### src/rtl/store_addr_queue_pkg.sv
// ============================================================
// store_addr_queue_pkg : shared store-queue types and helpers
// Revision: 1.0
// ============================================================
`default_nettype none

package store_addr_queue_pkg;

  typedef logic [3:0] B_MASK;
  typedef logic [3:0] BYTE_MASK;

  typedef enum logic [1:0] {
    BYTE  = 2'b00,
    HALF  = 2'b01,
    WORD  = 2'b10,
    DWORD = 2'b11
  } MEM_SIZE;

  typedef struct packed {
    logic [31:0] addr;
    logic [31:0] data;
    BYTE_MASK    byte_mask;
    B_MASK       bm;
    logic        misaligned;
  } STORE_AQ_ENTRY;

  localparam STORE_AQ_ENTRY NOP_STORE_AQ_ENTRY = '0;

  // Unshifted byte lanes touched by an access of the given size.
  function automatic BYTE_MASK size_base_mask(input MEM_SIZE size);
    case (size)
      BYTE:    size_base_mask = 4'b0001;
      HALF:    size_base_mask = 4'b0011;
      WORD:    size_base_mask = 4'b1111;
      default: size_base_mask = 4'b0000;
    endcase
  endfunction

endpackage

`default_nettype wire

### src/rtl/store_addr_queue_if.sv
// ============================================================
// store_addr_queue_if : issue and store-queue handshake bundle
// Revision: 1.0
// ============================================================
`default_nettype none

interface store_addr_queue_if
  import store_addr_queue_pkg::*;
#(
  parameter int BM_W = $bits(B_MASK)
);
  logic            in_valid;
  logic            in_ready;
  logic [31:0]     in_rs1;
  logic [31:0]     in_rs2;
  logic [31:0]     in_imm;
  logic [2:0]      in_func;
  logic [BM_W-1:0] in_bm;

  logic            out_valid;
  logic            out_ready;
  logic [31:0]     out_addr;
  logic [31:0]     out_data;
  logic [3:0]      out_byte_mask;
  logic [BM_W-1:0] out_bm;
  logic            out_misaligned;

  modport master (
    output in_valid, in_rs1, in_rs2, in_imm, in_func, in_bm, out_ready,
    input  in_ready, out_valid, out_addr, out_data, out_byte_mask, out_bm,
           out_misaligned
  );

  modport slave (
    input  in_valid, in_rs1, in_rs2, in_imm, in_func, in_bm, out_ready,
    output in_ready, out_valid, out_addr, out_data, out_byte_mask, out_bm,
           out_misaligned
  );
endinterface

`default_nettype wire

### src/rtl/store_addr_queue_mask_gen.sv
// ============================================================
// store_mask_gen : store address, lane-aligned data, byte mask
// Revision: 1.0
// ============================================================
`default_nettype none

module store_mask_gen
  import store_addr_queue_pkg::*;
(
  input  logic [31:0]   i_rs1,
  input  logic [31:0]   i_rs2,
  input  logic [31:0]   i_imm,
  input  MEM_SIZE       i_size,
  input  B_MASK         i_bm,
  output STORE_AQ_ENTRY o_entry
);

  logic [31:0] w_addr;
  logic [1:0]  w_ofs;
  BYTE_MASK    w_base;

  assign w_addr = i_rs1 + i_imm;
  assign w_ofs  = w_addr[1:0];
  assign w_base = size_base_mask(i_size);

  always_comb begin
    o_entry            = NOP_STORE_AQ_ENTRY;
    o_entry.addr       = w_addr;
    o_entry.data       = i_rs2 << {w_ofs, 3'b000};
    o_entry.byte_mask  = w_base << w_ofs;
    o_entry.bm         = i_bm;
    o_entry.misaligned = ((i_size == HALF) && w_ofs[0]) ||
                         ((i_size == WORD) && (w_ofs != 2'b00));
  end

endmodule

`default_nettype wire

### src/rtl/store_addr_queue.sv
// ============================================================
// store_addr_queue : store address/data FIFO with branch-mask squash
// Revision: 1.0
// ============================================================
`default_nettype none

module store_addr_queue
  import store_addr_queue_pkg::*;
#(
  parameter int DEPTH = 4,
  parameter int BM_W  = $bits(B_MASK)
)(
  input  logic                   clock,
  input  logic                   reset,
  store_addr_queue_if.slave      bus,
  input  logic [BM_W-1:0]        b_mm_resolve,
  input  logic                   b_mm_mispred,
  output logic [$clog2(DEPTH):0] count
);

  localparam int c_PTR_W = $clog2(DEPTH);
  localparam int c_CNT_W = c_PTR_W + 1;

  STORE_AQ_ENTRY        r_mem [DEPTH];
  logic [c_PTR_W-1:0]   r_head;
  logic [c_PTR_W-1:0]   r_tail;
  logic [c_CNT_W-1:0]   r_count;

  B_MASK                w_res;
  logic                 w_clear;
  logic [DEPTH-1:0]     w_match;
  logic [c_CNT_W-1:0]   w_keep;
  logic                 w_squash;
  logic                 w_head_hit;
  logic                 w_in_hit;
  logic                 w_enq;
  logic                 w_deq;
  logic [c_PTR_W-1:0]   w_tail_base;
  logic [c_CNT_W-1:0]   w_cnt_base;
  B_MASK                w_keep_bits;
  STORE_AQ_ENTRY        w_new;
  STORE_AQ_ENTRY        w_new_wr;
  STORE_AQ_ENTRY        w_head;

  // Stored branch masks use the package B_MASK width.
  assign w_res       = B_MASK'(b_mm_resolve);
  assign w_clear     = !b_mm_mispred && (w_res != '0);
  assign w_keep_bits = w_clear ? ~w_res : '1;

  store_mask_gen u_mask_gen (
    .i_rs1   (bus.in_rs1),
    .i_rs2   (bus.in_rs2),
    .i_imm   (bus.in_imm),
    .i_size  (MEM_SIZE'(bus.in_func[1:0])),
    .i_bm    (B_MASK'(bus.in_bm)),
    .o_entry (w_new)
  );

  always_comb begin
    w_new_wr    = w_new;
    w_new_wr.bm = w_new.bm & w_keep_bits;
  end

  // Match vector indexed by age offset from the head.
  for (genvar o = 0; o < DEPTH; o++) begin : g_match
    logic [c_PTR_W-1:0] w_idx;
    assign w_idx      = r_head + c_PTR_W'(o);
    assign w_match[o] = (c_CNT_W'(o) < r_count) &&
                        ((r_mem[w_idx].bm & w_res) != '0);
  end

  // Matches form a youngest suffix, so the oldest match sets the new tail.
  always_comb begin
    w_keep = r_count;
    for (int o = DEPTH - 1; o >= 0; o--) begin
      if (w_match[o]) w_keep = c_CNT_W'(o);
    end
  end

  assign w_squash    = b_mm_mispred && (w_match != '0);
  assign w_head_hit  = b_mm_mispred && w_match[0];
  assign w_in_hit    = b_mm_mispred && ((w_new.bm & w_res) != '0);

  assign bus.in_ready  = (r_count < c_CNT_W'(DEPTH));
  assign bus.out_valid = (r_count != '0) && !w_head_hit;

  assign w_enq       = bus.in_valid && bus.in_ready && !w_in_hit;
  assign w_deq       = bus.out_valid && bus.out_ready;
  assign w_tail_base = w_squash ? (r_head + c_PTR_W'(w_keep)) : r_tail;
  assign w_cnt_base  = w_squash ? w_keep : r_count;

  always_ff @(posedge clock) begin
    if (!reset) begin
      r_head  <= '0;
      r_tail  <= '0;
      r_count <= '0;
      for (int i = 0; i < DEPTH; i++) r_mem[i] <= NOP_STORE_AQ_ENTRY;
    end else begin
      if (w_clear) begin
        for (int i = 0; i < DEPTH; i++) r_mem[i].bm <= r_mem[i].bm & ~w_res;
      end
      if (w_enq) r_mem[w_tail_base] <= w_new_wr;
      if (w_deq) r_head <= r_head + c_PTR_W'(1);
      r_tail  <= w_tail_base + (w_enq ? c_PTR_W'(1) : c_PTR_W'(0));
      r_count <= w_cnt_base + c_CNT_W'(w_enq) - c_CNT_W'(w_deq);
    end
  end

  assign w_head = r_mem[r_head];

  assign bus.out_addr       = bus.out_valid ? w_head.addr       : '0;
  assign bus.out_data       = bus.out_valid ? w_head.data       : '0;
  assign bus.out_byte_mask  = bus.out_valid ? w_head.byte_mask  : '0;
  assign bus.out_misaligned = bus.out_valid ? w_head.misaligned : 1'b0;
  assign bus.out_bm         = bus.out_valid ? BM_W'(w_head.bm & w_keep_bits) : '0;

  assign count = r_count;

endmodule

`default_nettype wire

### src/flat_wrapper.sv
// flat-port wrapper written by rule: the top's interface ports become plain ports
module store_addr_queue_flat import store_addr_queue_pkg::*;
#(
  parameter int DEPTH = 4,
  parameter int BM_W  = $bits(B_MASK)
)
  (clock, reset, b_mm_resolve, b_mm_mispred, count, bus_in_valid, bus_in_rs1, bus_in_rs2, bus_in_imm, bus_in_func, bus_in_bm, bus_out_ready, bus_in_ready, bus_out_valid, bus_out_addr, bus_out_data, bus_out_byte_mask, bus_out_bm, bus_out_misaligned);
  store_addr_queue_if #(.BM_W(BM_W)) bus_i ();
  input  logic clock;
  input  logic reset;
  input  logic [BM_W-1:0] b_mm_resolve;
  input  logic b_mm_mispred;
  output logic [$clog2(DEPTH):0] count;
  input wire logic [$bits(bus_i.in_valid)-1:0] bus_in_valid;
  input wire logic [$bits(bus_i.in_rs1)-1:0] bus_in_rs1;
  input wire logic [$bits(bus_i.in_rs2)-1:0] bus_in_rs2;
  input wire logic [$bits(bus_i.in_imm)-1:0] bus_in_imm;
  input wire logic [$bits(bus_i.in_func)-1:0] bus_in_func;
  input wire logic [$bits(bus_i.in_bm)-1:0] bus_in_bm;
  input wire logic [$bits(bus_i.out_ready)-1:0] bus_out_ready;
  output wire logic [$bits(bus_i.in_ready)-1:0] bus_in_ready;
  output wire logic [$bits(bus_i.out_valid)-1:0] bus_out_valid;
  output wire logic [$bits(bus_i.out_addr)-1:0] bus_out_addr;
  output wire logic [$bits(bus_i.out_data)-1:0] bus_out_data;
  output wire logic [$bits(bus_i.out_byte_mask)-1:0] bus_out_byte_mask;
  output wire logic [$bits(bus_i.out_bm)-1:0] bus_out_bm;
  output wire logic [$bits(bus_i.out_misaligned)-1:0] bus_out_misaligned;
  assign bus_i.in_valid = bus_in_valid;
  assign bus_i.in_rs1 = bus_in_rs1;
  assign bus_i.in_rs2 = bus_in_rs2;
  assign bus_i.in_imm = bus_in_imm;
  assign bus_i.in_func = bus_in_func;
  assign bus_i.in_bm = bus_in_bm;
  assign bus_i.out_ready = bus_out_ready;
  assign bus_in_ready = bus_i.in_ready;
  assign bus_out_valid = bus_i.out_valid;
  assign bus_out_addr = bus_i.out_addr;
  assign bus_out_data = bus_i.out_data;
  assign bus_out_byte_mask = bus_i.out_byte_mask;
  assign bus_out_bm = bus_i.out_bm;
  assign bus_out_misaligned = bus_i.out_misaligned;
  store_addr_queue #(.DEPTH(DEPTH), .BM_W(BM_W)) u_core (.clock(clock), .reset(reset), .bus(bus_i), .b_mm_resolve(b_mm_resolve), .b_mm_mispred(b_mm_mispred), .count(count));
endmodule
### config.mk
export PLATFORM = sky130hd
export DESIGN_NAME = store_addr_queue_flat
export DESIGN_NICKNAME = d
export VERILOG_FILES = /design/src/rtl/store_addr_queue_pkg.sv /design/src/rtl/store_addr_queue_if.sv /design/src/rtl/store_addr_queue_mask_gen.sv /design/src/rtl/store_addr_queue.sv /design/src/flat_wrapper.sv
export SDC_FILE = /design/constraint.sdc
export NUM_CORES = 1
export LEC_CHECK = 0
export CAP_MARGIN = 20
export CORE_MARGIN = 1.5
export CORE_UTILIZATION = 40
export DETAILED_ROUTE_END_ITERATION = 10
export PLACE_DENSITY = 0.63
export SLEW_MARGIN = 20
export SYNTH_ARGS = -nofsm -noshare
export SYNTH_HDL_FRONTEND = slang
export SYNTH_SLANG_ARGS = --single-unit
### constraint.sdc
create_clock -name clock -period 6.2 [get_ports clock]
set_input_delay 0.62 -clock clock [delete_from_list [all_inputs] [get_ports clock]]
set_output_delay 0.62 -clock clock [all_outputs]
set_load 0.01 [all_outputs]
# Word level (Yosys, flattened, before mapping)
# Memory sizes are Yosys's and may differ from the RTL's. A register that Yosys moved wholly into a read port is not among the register bits.
# Cells that the tools add are included.
dict set report totals {
  ff_bits 7
  ramBits 292
  output_inout_bits 78
  memories 1
}
# memory depth width read_ports rd_ports_with_merged_regs wr line
set memory_table {}
lappend memory_table {u_core.r_mem 4 73 8 1 5 store_addr_queue.sv:24} ;# STORE_AQ_ENTRY r_mem [DEPTH];
dict set report op_classes {
  n_addsub 8
  order_cmp 5
  eq_ne 2
  shifts 2
  n_mux 27
  n_bitwise 16
  n_reduce_logical 28
}
# op count
set ops {}
lappend ops {{32-bit 2-to-1 mux} 2}
lappend ops {{4-bit bitwise AND} 11}
lappend ops {{32-bit adder} 1}
lappend ops {{32-bit by 5-bit left shift with 32-bit output} 1}
lappend ops {{4-bit 2-to-1 mux} 7}
lappend ops {{4-bit nonzero test} 7}
lappend ops {{3-bit 2-to-1 mux} 5}
lappend ops {{1-bit logical AND} 14}
lappend ops {{4-bit one-hot mux with 3 select lines} 1}
lappend ops {{1-bit 2-to-1 mux} 9}
lappend ops {{1-bit by 3-bit < comparator with 1-bit output, first input constant} 2}
lappend ops {{2-bit by 3-bit < comparator with 1-bit output, first input constant} 2}
lappend ops {{2-bit 2-to-1 mux} 3}
lappend ops {{2-bit adder} 2}
lappend ops {{2-bit adder, second input constant} 2}
lappend ops {{4-bit NOT} 1}
lappend ops {{1-bit bitwise OR} 4}
lappend ops {{4-bit by 2-bit left shift with 4-bit output} 1}
lappend ops {{3-bit by 1-bit adder with 3-bit output} 1}
lappend ops {{1-bit logical NOT} 3}
lappend ops {{3-bit < comparator, second input constant} 1}
lappend ops {{3-bit nonzero test} 1}
lappend ops {{3-bit by 1-bit subtractor with 3-bit output} 1}
lappend ops {{2-bit by 1-bit adder with 2-bit output, second input constant} 1}
lappend ops {{other kinds (5)} 5}

# Longest topological paths before layout
# An unclocked memory read counts as a cell.
dict set report logic_depth {
  depth_word 12
  depth_mapped 18
}

# Hierarchy
# A second synthesis with hierarchy kept.
dict set report unflattened {
  hier_cells 1292
  hier_area_um2 16778.6
}
# module instances cells_per_inst area_per_inst_um2
set modules_own_cells {}
lappend modules_own_cells {store_addr_queue 1 946 14362.5}
lappend modules_own_cells {store_mask_gen 1 346 2416.1}

# Worst setup path before layout
# Ideal clock, no wire load.
dict set report synth_path {
  path_type {reg-to-reg}
  from {register u_core.r_head[0]}
  to {memory u_core.r_mem[2][0] in the netlist's numbering (enable)}
  setup_ns 0.429
  arrival_ns 5.037
  t_required_ns 5.771
  setup_slack_ns 0.735
  path_stages_with_launch 18
  n_path_buf 4
  path_cell_list {dfxtp_1 buf_6 mux4_2 a22o_1 or4_4 nor2_1 o21ai_0 a21oi_1 ha_1 xnor2_1 a21oi_1 o221ai_1 a21bo_1 or3_1 clkbuf_1 buf_6 buf_8 nand2_1}
}
# item line
set synth_rtl {}
lappend synth_rtl {{from (decl)} store_addr_queue.sv:25} ;# logic [c_PTR_W-1:0] r_head;
lappend synth_rtl {{from (signal assigned)} store_addr_queue.sv:103} ;# if (w_deq) r_head <= r_head + c_PTR_W'(1);
lappend synth_rtl {{to (decl)} store_addr_queue.sv:24}

==> impl_metrics.yaml <==
global_route:
  grt_pass1_vias: 10800
  grt_max_degree: 48
  overflow: 0
  grt_pass1_wl_um: 61060
  grt_usage_pct: 19.04
  antenna_found_initial: 1
timing:
  finalCriticalPeriod_ns: 5.121
  fin_crit_sh_pct: 82.60
  worst_pin_slew_ns: 1.084
  relSlewSlack_pct: 27.66
  finalHoldViolCount: 0
  rsz0062_at_grt: "no"
  fin_worst_skew_ns: 0.02533
  setup-violations-final: 0
  slew_violations: 0
  max_freq_mhz: 195.3
  fin_tns_setup_ns: 0
detailed_routing:
  wl_um: 39860
  drt-vias-per-instance: 5.354
  num_vias: 10680
  ant_nets: 0
  drtPass1Iterations: 5
  drt-initial-drc-count: 721
  post-route-drc-count: 0
  wl_per_cell_um: 19.99
yosys:
  yosysMostFrequentCell: "edfxtp_1"
  synth_ff_type: "edfxtp_1"
  synth_top_cell_by_area: "edfxtp_1"
  syn_avg_cell_area_um2: 12.65
  synth-edff-count: 291
  syn-instance-count: 1279
  ys.warnings.count: 0
  synth_common_cells: "edfxtp_1 (291), nor2_1 (265), and2_1 (81)"
  syn_area_um2: 16180
  ys_types: 67
  async_reset_ff_share_pct: 0
  synth.area.top_cells: "edfxtp_1 (54%), mux4_2 (11%), nor2_1 (6.1%)"
  ys_ff_latch: 301
  synth_top_area_share_pct: 54.01
  ys_seq_area_share_pct: 55.25
  syn_nets: 1431
cells_and_area:
  nets: 1597
  drive_gt1_share_pct: 15.74
  fin_area_um2: 19520
  area_delta_synth_final_pct: 20.68
  utilization_pct: 49.03
  final.fill_count: 3547
clocking:
  cts_tree: "yes"
  htreeDepth: 1
  root_buffer: "clkbuf_16"
  numCtsBuffers: 31
  cts_hold_buf: 0
  clk_pin_slew_worst_paths_ns: 0.07
  clkSinkCount: 301
  cts-resized-gates: 0
  cts_setup_buffers: 0
  clockBufferDepth: 3
  clkLatencyLatePin_ns: 0.57
floorplan:
  ios: 190
  dieArea_um2: 41660
  start_util_pct: 40.62
  coreArea_um2: 39820
  fp.dieH_um: 204.1
  die_w_um: 204.1
  fp-row-count: 73
placement:
  gp_congestion: 0.8670
  dp_hpwl_um: 25920
  portBuffers: 188
  placed_cell_area_um2: 18580
worst_setup_path:
  path_max_fanout: 39
  crit_path_end_kind: "register"
  cp-start-kind: "register"
  cp.required_ns: 6.45
  worst-endpoint-arrival_ns: 5.37
  critPathKind: "register to register"
power:
  p_total_w: 0.006880
  peakVddDrop_v: 0.0002064
  pwr_density_cell_nw_per_um2: 352.4
  p_leak_nw: 6.963
min_path:
  hold_path_class: "register to register"
job:
  drv_cap: 0
outcome:
  status: "finished clean"
==> layer usage <==
| layer | GRT usage, % | wire length [um] | vias up |
|---|---|---|---|
| met5 | 0 | 0 | - |
| met4 | 4.307 | 667 | 0 |
| met3 | 2.503 | 2200 | 43 |
| met2 | 33.24 | 20050 | 328 |
| met1 | 25.20 | 16940 | 5280 |
| li1 | - | - | 5025 |
==> kinds of logic (layout without fill, tap and decap cells) <==
group                    Yosys count  in the layout  synth area share [%]
AND/OR/NAND/NOR                  529            529                 16.66
adder cells (fa/ha/maj)           40             40                 3.186
AO/OA/AOI/OAI                    142            142                 5.747
other                              0              1                     0
buffers and inverters            104            293                 3.055
XOR/XNOR                          32             32                 1.732
multiplexers                     131            131                 14.37
flip-flops                       301            301                 55.25
==> cell usage in the layout, fill, tap and decap left out, drive strengths merged, types with 25 or more instances in the layout <==
master / n
nor2: 313
mux2i: 35
a21oi: 43
inv: 28
and2: 81
edfxtp: 291
nand2: 62
mux4: 79
ha: 38
nand3: 25
clkdlybuf4s50: 188
clkbuf: 35
==> worst max-delay path, cell delays in order (launching register included) <==
cell      delay, ns
dfxtp_1        0.67
mux4_2         0.59
a22o_1         0.27
nor3_1         0.46
nor2_1         0.07
o21ai_0        0.17
a21oi_1        0.11
ha_1           0.20
xnor2_1        0.22
a21oi_1        0.06
o221ai_1       0.23
a21bo_1        0.27
or3_2          0.51
buf_4          0.33
buf_4          0.38
nand2_1        0.23
==> flip-flops by register name, indices dropped and copies added (netlist names), named ones only <==
name,count
u_core.r_mem,292
u_core.count,3
u_core.r_tail,2
u_core.r_head,2
==> cell type report <==
class	count	area (um^2)	area share, %
clock inverters	21	146.4	0.7498
well taps	525	656.9	3.365
flip-flops and latches	301	8946	45.82
inverters	26	97.59	0.4999
diodes	1	2.502	0.01282
multi-input cells	874	6792	34.79
repair buffers	211	2092	10.72
clock buffers	35	790.8	4.050
==> power by group <==
part / switching [W] / internal (W) / leakage, nW / total [W]
clock network: 0.000772 / 0.000959 / 0.469 / 0.00173
registers: 0.000118 / 0.00256 / 3.11 / 0.00268
logic: 0.00131 / 0.00116 / 3.38 / 0.00247
==> final timing paths <==
path | startpoint | to | slack, ns | depth (start not counted)
min | u_core.r_mem[3][0] | u_core.r_mem[3][0] | 0.49 | 2
max | u_core.r_head[1] | u_core.r_mem[3][3] | 1.08 | 15
max reg2reg | u_core.r_head[1] | u_core.r_mem[3][3] | 1.08 | 15
min reg2reg | u_core.r_mem[3][0] | u_core.r_mem[3][0] | 0.49 | 2
==> through the flow <==
stage	hold WS [ns]	setup WS, ns	std cells
after floorplan	0.4422	0.7346	1279
after global placement	0.4612	1.201	1937
after CTS	0.4989	1.127	1993
after detailed placement	0.4799	1.155	1937
after global routing	0.4961	0.8162	1993
final	0.4924	1.079	1994
Note: power is estimated with default switching activity, not from simulation.
